## src/rtl/uart_rx.sv

```systemverilog
// 8N1 UART receiver: two-flop synchroniser, mid-bit start validation, LSB-first
// centre sampling, stop check, and a one-entry valid/ready output register.
module uart_rx #(
  parameter int CLK_FRE   = 50,
  parameter int BAUD_RATE = 115200
) (
  input  logic       clk,
  input  logic       rst,
  input  logic       rx_pin,
  output logic [7:0] rx_data,
  output logic       rx_data_valid,
  input  logic       rx_data_ready,
  output logic       rx_frame_err,
  output logic       rx_overrun
);

  localparam int CYCLE = CLK_FRE * 1000000 / BAUD_RATE;
  localparam int HALF  = CYCLE / 2;
  localparam logic [15:0] CYC_M1  = 16'(CYCLE - 1);
  localparam logic [15:0] HALF_M1 = 16'(HALF - 1);

  if (CYCLE < 4 || CYCLE > 65535) begin : g_bad_cycle
    $error("uart_rx: CYCLE out of range 4..65535");
  end

  typedef enum logic [2:0] {S_IDLE, S_START, S_DATA, S_STOP, S_BREAK} state_t;

  state_t      r_state;
  state_t      w_next;
  logic        r_s1, r_rx_s, r_rx_d;
  logic [15:0] r_cycle_cnt;
  logic [2:0]  r_bit_cnt;
  logic [7:0]  r_shift;
  logic        w_sample, w_stop_ok, w_ferr, w_state_chg;

  always_ff @(posedge clk) begin
    if (rst) begin
      r_s1   <= 1'b1;
      r_rx_s <= 1'b1;
      r_rx_d <= 1'b1;
    end else begin
      r_s1   <= rx_pin;
      r_rx_s <= r_s1;
      r_rx_d <= r_rx_s;
    end
  end

  always_ff @(posedge clk) begin
    if (rst) r_state <= S_IDLE;
    else     r_state <= w_next;
  end

  always_comb begin
    w_next = r_state;
    case (r_state)
      S_IDLE:  if (r_rx_d && !r_rx_s) w_next = S_START;
      S_START: if (r_cycle_cnt == HALF_M1) w_next = r_rx_s ? S_IDLE : S_DATA;
      S_DATA:  if (r_cycle_cnt == CYC_M1 && r_bit_cnt == 3'd7) w_next = S_STOP;
      S_STOP:  if (r_cycle_cnt == CYC_M1) w_next = r_rx_s ? S_IDLE : S_BREAK;
      S_BREAK: if (r_rx_s) w_next = S_IDLE;
      default: w_next = S_IDLE;
    endcase
  end

  always_comb begin
    w_state_chg = (w_next != r_state);
    w_sample    = (r_state == S_DATA) && (r_cycle_cnt == CYC_M1);
    w_stop_ok   = (r_state == S_STOP) && (r_cycle_cnt == CYC_M1) && r_rx_s;
    w_ferr      = (r_state == S_STOP) && (r_cycle_cnt == CYC_M1) && !r_rx_s;
  end

  // Counters, shift register and output register; a handshake in the same
  // cycle as a delivery frees the slot for the new byte.
  always_ff @(posedge clk) begin
    if (rst) begin
      r_cycle_cnt   <= 16'd0;
      r_bit_cnt     <= 3'd0;
      r_shift       <= 8'd0;
      rx_data       <= 8'd0;
      rx_data_valid <= 1'b0;
      rx_frame_err  <= 1'b0;
      rx_overrun    <= 1'b0;
    end else begin
      r_cycle_cnt <= (w_state_chg || w_sample) ? 16'd0 : r_cycle_cnt + 16'd1;
      if (w_sample) begin
        r_shift[r_bit_cnt] <= r_rx_s;
        r_bit_cnt          <= r_bit_cnt + 3'd1;
      end
      rx_frame_err <= w_ferr;
      rx_overrun   <= w_stop_ok && rx_data_valid && !rx_data_ready;
      if (w_stop_ok && (!rx_data_valid || rx_data_ready)) begin
        rx_data       <= r_shift;
        rx_data_valid <= 1'b1;
      end else if (rx_data_valid && rx_data_ready) begin
        rx_data_valid <= 1'b0;
      end
    end
  end

endmodule

```

## config.mk

```make
export PLATFORM = sky130hd
export DESIGN_NAME = uart_rx
export DESIGN_NICKNAME = d
export VERILOG_FILES = /design/src/rtl/uart_rx.sv
export SDC_FILE = /design/constraint.sdc
export NUM_CORES = 1
export LEC_CHECK = 0
export CAP_MARGIN = 20
export CORE_MARGIN = 3
export CORE_UTILIZATION = 25
export DETAILED_ROUTE_END_ITERATION = 10
export PLACE_DENSITY = 0.45
export SLEW_MARGIN = 5
export SYNTH_ARGS = -nofsm -noshare
export SYNTH_HDL_FRONTEND = slang
export SYNTH_SLANG_ARGS = --single-unit
```

## constraint.sdc

```tcl
create_clock -name clk -period 4 [get_ports clk]
set_input_delay 0.4 -clock clk [delete_from_list [all_inputs] [get_ports clk]]
set_output_delay 0.4 -clock clk [all_outputs]
set_load 0.01 [all_outputs]
```

==> flow_metrics.py, run 1 <==
metrics = {
    "placed_design": {
        "dpl.hpwl_mm": 2.551,
        "gp_congestion": 0.7736,
        "portBuffers": 14,
        "dpl_cell_area_mm2": 0.002258,
    },
    "sta": {
        "hold_viol": 0,
        "fmax_ghz": 0.3797,
        "worst_pin_slew_ns": 0.7135,
        "tns_ns": 0,
        "period_needed_ns": 2.633,
        "fin_crit_sh_pct": 65.84,
        "relSlewSlack_pct": 51.99,
        "slew_violations": 0,
        "setup_viol": 0,
        "rsz0062_at_grt": "false",
        "fin_skew_ns": 0.007426,
    },
    "power": {
        "swShare_pct": 22.45,
        "leakage_uw": 0.0007966,
        "power_frac_comb_pct": 4.5,
        "power_density_mw_per_mm2": 327.0,
        "seq_power_share_pct": 58.3,
        "ir_drop_uv": 94.91,
        "pwr-share-clk_pct": 37.1,
        "p_sw_uw": 172.6,
        "p_int_uw": 596.1,
    },
    "global_routing": {
        "grt_pass1_vias": 1381,
        "grt_usage_pct": 9.195,
        "grt_max_degree": 23,
        "overflow": 0,
        "grt_pass1_wl_mm": 6.596,
        "antenna_found_initial": 0,
    },
    "cts": {
        "cts_resized": 0,
        "max-clock-path-buffers": 2,
        "cts.htree.levels": 2,
        "clock_latency_ns": 0.29,
        "numCtsBuffers": 5,
        "root_buffer": "clkbuf_8",
        "cts_hold_buf": 0,
        "clk_pin_slew_worst_paths_ns": 0.08,
        "clkSinkCount": 44,
        "postCtsSetupRepairBufs": 0,
        "tritoncts": "yes",
    },
    "synthesis": {
        "syn_area_mm2": 0.002026,
        "synth_fa_ha_area_share_pct": 3.088,
        "synth_edf_count": 0,
        "syn-instance-count": 218,
        "ys_types": 44,
        "syn_avg_cell_area_um2": 9.292,
        "synth_seq_cells": 44,
        "ys_seq_area_share_pct": 43.48,
        "postSynth.asyncResetShare_pct": 0,
        "synth-xor-area-share_pct": 6.485,
        "synth-simple-area-share_pct": 30.82,
        "syn_nets": 227,
        "yosysWarnings": 0,
        "synthFlopType": "dfxtp_1",
        "synth_compound_area_share_pct": 3.891,
        "synthMuxAreaShare_pct": 8.462,
        "synth_top_family_by_area": "simple AND/OR/NAND/NOR gates",
    },
    "worst_setup_path": {
        "cp-start-kind": "flip-flop",
        "cp_data_arrival_time_ns": 2.85,
        "reg2reg_depth": 5,
        "crit_slowest_cell": "or4_4",
        "path_cells": "or4_1 -> or4_4 -> or3_1 -> nor4b_2 -> mux2i_1",
        "crit_fanout": 7,
        "rrSetupSlack_ns": 1.37,
        "crit_start": "r_cycle_cnt[12]",
        "crit_type": "flip-flop to flip-flop",
        "r2r-start": "r_cycle_cnt[12]",
        "critPathRequiredTime_ns": 4.22,
        "endpoint_kind": "flip-flop",
        "max_stage_delay_ns": 0.60,
        "crit_family": "simple AND/OR/NAND/NOR gates",
        "rr_endpoint": "r_shift[4]",
        "crit_buf_inv": 0,
    },
    "worst_hold_path": {
        "hp-class": "flip-flop to flip-flop",
        "min_from": "r_s1",
        "hold_path_depth": 1,
        "hold-path-endpoint": "r_rx_s",
    },
    "final_layout": {
        "drive_gt1_share_pct": 11.26,
        "ff_latch_area_um2": 880.8,
        "fin_nets": 239,
        "syn2layout_area_growth_pct": 16.06,
        "multi_input_area_mm2": 0.001069,
        "postLayoutCellArea_mm2": 0.002351,
        "fillers": 817,
        "antenna_cells": 0,
    },
    "drt": {
        "drt_first_iter_violations": 44,
        "num_vias": 1445,
        "final_antenna_net_count": 0,
        "viasPerCell": 4.339,
        "dr.pass1.iters": 4,
        "routed_wl_mm": 3.780,
        "wl_per_cell_um": 11.35,
        "drc_errors": 0,
    },
    "die": {
        "dieArea_mm2": 0.009219,
        "pin_count": 15,
        "dieWidth_um": 96.02,
        "die_h_um": 96.02,
        "rows": 32,
        "core_mm2": 0.007807,
        "start_util_pct": 25.95,
    },
    "run": {
        "maxCapViolCount": 0,
    },
    "run_status": {
        "status": "finished clean",
    },
}
==> placed cells by master (no fill, tap or decap), types with 2 or more instances in the layout <==
cell,synthesis,layout
clkbuf_8,0,6
nor2_1,33,33
nor4b_4,2,2
clkdlybuf4s50_1,0,14
inv_1,5,5
or3b_2,3,3
ha_1,5,5
a21oi_1,6,6
nand2_1,13,13
mux2i_1,16,16
or2_2,3,3
or4_4,2,2
nor3_1,3,3
nand3_1,12,12
and2_1,2,2
nor4_1,3,3
nand4_1,3,3
xor2_1,10,10
dfxtp_1,44,44
nor2b_1,2,2
and3_1,3,3
a31oi_1,2,2
nand2b_1,12,12
clkinv_2,0,2
xnor2_1,5,5
buf_4,0,3
==> area by class of cell <==
class                      instances  share of cell area (%)
clock inverter                     2                  0.4258
sequential                        44                   37.47
multi-input combinational        157                   45.45
clock buffer                       6                   3.513
inverter                           5                  0.7983
tap                              102                   5.428
timing repair buffer              17                   6.919
==> logic make-up after synthesis <==
group                      after synthesis
AOI/OAI and AO/OA                       13
xor gates and xnor gates                15
DFF                                     44
buffers and inverters                   17
muxes                                   17
adders and majority gates                5
and+or+nand+nor                        107
==> cell usage after synthesis, types with 3 or more instances <==
library cell / instances / area share [%]
a21oi_1: 6 / 1.5
and3_1: 3 / 0.93
buf_2: 3 / 0.74
clkbuf_1: 5 / 0.93
dfxtp_1: 44 / 43
ha_1: 5 / 3.1
inv_1: 5 / 0.93
mux2i_1: 16 / 7.9
nand2_1: 13 / 2.4
nand2b_1: 12 / 3.7
nand3_1: 12 / 3.0
nand4_1: 3 / 0.93
nor2_1: 33 / 6.1
nor3_1: 3 / 0.74
nor4_1: 3 / 0.93
or2_2: 3 / 0.93
or3b_2: 3 / 1.3
xnor2_1: 5 / 2.2
xor2_1: 10 / 4.3
==> power by group through the flow <==
stage	combinational (µW)	sequential [µW]	clock [µW]
finish	34.9	448	285
global route	38.7	450	319
CTS	35.4	449	302
detailed placement	35.4	459	0
global placement	35.7	459	0
floorplan	25.9	456	0
==> registers in the layout (all words and copies together), names as in the netlist <==
name / count
r_state: 3
rx_data: 8
rx_frame_err: 1
r_rx_d: 1
rx_overrun: 1
r_cycle_cnt: 16
r_s1: 1
r_rx_s: 1
r_bit_cnt: 3
r_shift: 8
rx_data_valid: 1
==> per-stage QoR <==
step | setup slack [ns] | instances | power (µW) | hold slack [ns] | utilization, %
6_report | 1.367 | 333 | 768.7 | 0.4272 | 30.11
5_1_grt | 1.239 | 333 | 807.5 | 0.4455 | 30.11
4_1_cts | 1.351 | 333 | 786.0 | 0.4306 | 30.11
3_5_place_dp | 1.374 | 325 | 494.2 | 0.4026 | 28.93
3_3_place_gp | 1.434 | 325 | 494.8 | 0.4104 | 28.93
2_1_floorplan | 1.585 | 218 | 482.2 | 0.3895 | -
==> metal layers <==
metal	up-vias	share of wire (%)	GRT usage (%)
met3	2	3.7	3.049
met2	21	44	14.03
met1	658	52	11.93
met4	0	0.77	3.555
met5	-	0	0
li1	764	-	-
==> how the worst max path moves through the flow <==
stage,end,depth (start not counted),slack [ns]
4_1_cts,r_shift[4],5,1.35
2_1_floorplan,r_shift[2],6,1.59
5_1_grt,r_shift[5],5,1.24
3_3_place_gp,r_shift[2],5,1.43
3_5_place_dp,r_shift[4],5,1.37
6_report,r_shift[4],5,1.37
No activity file was read; power rests on OpenSTA's default activity.
==> run 2: changes to the inputs <==
==> constraint.sdc (replaced) <==
create_clock -name clk -period 2.5 [get_ports clk]
set_input_delay 0.25 -clock clk [delete_from_list [all_inputs] [get_ports clk]]
set_output_delay 0.25 -clock clk [all_outputs]
set_load 0.01 [all_outputs]
==> run 2 against run 1 <==
  * Cell area rose by 4.9%
  * Sequential power rose by 60%
  * Die area did not move
  * Worst setup slack got worse by 1.2 ns
  * Total power rose by 74%
  * Register-to-register slack got worse by 1.2 ns
  * Fmax rose by 11%
  * Flip-flop and latch count did not move
  * Final cell count rose by 3.3%
  * Count of clock-buffer cells in the layout fell by 1
  * Critical endpoint is now rx_data[4]
  * Worst hold slack got worse by 0.0010 ns
==> flow_metrics.py, run 2 (synthesis results as in run 1) <==
metrics = {
    "run_status": {
        "status": "finished clean",
    },
    "worst_setup_path": {
        "max_stage_delay_ns": 0.55,
        "path_cells": "or4_4 -> or4_4 -> buf_4 -> nor3b_1 -> buf_4 -> mux2i_1 -> nor2_1",
        "rr_endpoint": "rx_data[4]",
        "cp-start-kind": "flip-flop",
        "crit_fanout": 8,
        "crit_slowest_cell": "or4_4",
        "endpoint_kind": "flip-flop",
        "reg2reg_depth": 7,
        "rrSetupSlack_ns": 0.13,
        "critPathRequiredTime_ns": 2.67,
        "r2r-start": "r_cycle_cnt[13]",
        "cp_data_arrival_time_ns": 2.54,
        "crit_type": "flip-flop to flip-flop",
    },
    "sta": {
        "rsz0062_at_grt": "false",
        "fmax_ghz": 0.4223,
        "slew_violations": 0,
        "fin_skew_ns": 0.01240,
        "fin_crit_sh_pct": 94.72,
        "whs_ns": 0.4262,
        "setup_viol": 0,
        "relSlewSlack_pct": 57.89,
        "hold_viol": 0,
        "worst_pin_slew_ns": 0.6259,
        "setup_ws_ns": 0.1320,
        "tns_ns": 0,
        "period_needed_ns": 2.368,
    },
    "power": {
        "ir_drop_uv": 301.6,
        "power_frac_comb_pct": 4.4,
        "p_int_uw": 1036,
        "pwr-share-clk_pct": 42.0,
        "swShare_pct": 22.48,
        "leakage_uw": 0.0008623,
        "p_sw_uw": 300.4,
        "seq_power_share_pct": 53.7,
        "power_density_mw_per_mm2": 541.9,
    },
    "final_layout": {
        "fin_nets": 250,
        "largest_register_ffs": 16,
        "ff_latch_area_um2": 880.8,
        "final_common_cell": "dfxtp_1",
        "reg.largest.list": "r_cycle_cnt x16, r_shift x8, rx_data x8",
        "largest_register": "r_cycle_cnt",
        "instances_no_fill": 344,
        "syn2layout_area_growth_pct": 21.74,
        "antenna_cells": 0,
        "fillers": 837,
        "multi_input_area_mm2": 0.001077,
        "drive_gt1_share_pct": 16.12,
        "mostFrequentLayoutCells": "dfxtp_1, nor2_1, mux2i_1",
        "postLayoutCellArea_mm2": 0.002466,
    },
    "placed_design": {
        "dpl_cell_area_mm2": 0.002341,
        "gp_congestion": 0.7026,
        "portBuffers": 14,
        "dpl.hpwl_mm": 2.616,
        "dp_slack_ns": -0.04638,
        "dp_cells": 336,
    },
    "cts": {
        "clock_latency_ns": 0.30,
        "cts.htree.levels": 2,
        "root_buffer": "clkbuf_8",
        "max-clock-path-buffers": 2,
        "tritoncts": "yes",
        "clk_pin_slew_worst_paths_ns": 0.09,
        "numCtsBuffers": 5,
        "clkSinkCount": 44,
        "cts_hold_buf": 0,
    },
    "drt": {
        "routed_wl_mm": 3.756,
        "drt_first_iter_violations": 27,
        "drc_errors": 0,
        "wl_per_cell_um": 10.92,
        "final_antenna_net_count": 0,
        "viasPerCell": 4.273,
        "dr.pass1.iters": 4,
        "num_vias": 1470,
    },
    "die": {
        "start_util_pct": 25.95,
        "dieWidth_um": 96.02,
        "rows": 32,
        "pin_count": 15,
        "die_h_um": 96.02,
        "core_mm2": 0.007807,
        "dieArea_mm2": 0.009219,
    },
    "worst_hold_path": {
        "hold_path_depth": 1,
        "hold-path-endpoint": "r_rx_s",
        "min_from": "r_s1",
        "hp-class": "flip-flop to flip-flop",
    },
    "global_routing": {
        "antenna_found_initial": 0,
        "grt_usage_pct": 9.710,
        "grt_max_degree": 17,
        "overflow": 0,
        "grt_pass1_wl_mm": 7.051,
        "grt_pass1_vias": 1474,
    },
    "run": {
        "maxCapViolCount": 0,
    },
}
==> run 2: changes by cell type in the layout (fill, tap and decap cells not counted), sizes merged <==
cell,change
buf,+11
bufinv,+1
clkbuf,-1
==> run 2: power by group through the flow <==
stage	Clock [µW]	Combinational, µW	Sequential, µW
3_3_place_gp	0	60.0	734
2_1_floorplan	0	41.4	730
6_report	561	58.2	717
3_5_place_dp	0	59.2	734
5_1_grt	627	66.6	719
4_1_cts	592	59.3	717
==> run 2: layout make-up <==
cell class                      instances  share of cell area, %
Multi-Input combinational cell        157                  43.68
Sequential cell                        44                  35.72
Timing Repair Buffer                   28                  9.944
Tap cell                              102                  5.175
Clock buffer                            5                  2.790
Clock inverter                          3                  1.928
Inverter                                5                 0.7610
==> run 2: worst max path at each step <==
| stage | end | cells after the start | from |
|---|---|---|---|
| finish | rx_data[4] | 7 | r_cycle_cnt[13] |
| global placement | r_shift[2] | 5 | r_cycle_cnt[13] |
| CTS | r_shift[2] | 5 | r_cycle_cnt[13] |
| global route | rx_data[1] | 7 | r_cycle_cnt[13] |
| floorplan | r_shift[2] | 6 | r_cycle_cnt[12] |
| detailed placement | r_shift[2] | 5 | r_cycle_cnt[13] |
==> run 2: worst max-delay path, delay by kind of cell (launching register included) <==
kind,cells,cell delay [ns]
mux,1,0.20
buf+inv,2,0.39
flops,1,0.34
simple gates,4,1.31
==> run 2: metal layers <==
metal	part of all wire [%]	global-route usage (%)	wire length, µm
met1	52	13.20	1956
met2	43	14.32	1600
met3	3.4	2.580	127
met4	1.9	4.265	72
met5	0	0	0
==> run 2: what timing repair did <==
action | 4_1_cts | 5_1_grt
endpoints found under the hold margin | 0 | 0
endpoints found under the setup margin | 3 | 6
buffers inserted | 0 | 0
gates cloned | 0 | 0
resized for setup | 1 | 1
pin swaps | 0 | 0
==> run 2: stage by stage <==
step           util [%]  total power (µW)
6_report          31.59              1337
3_5_place_dp      29.98             792.8
2_1_floorplan         -             771.5
5_1_grt           31.59              1413
4_1_cts           31.54              1369
3_3_place_gp      29.98             793.8
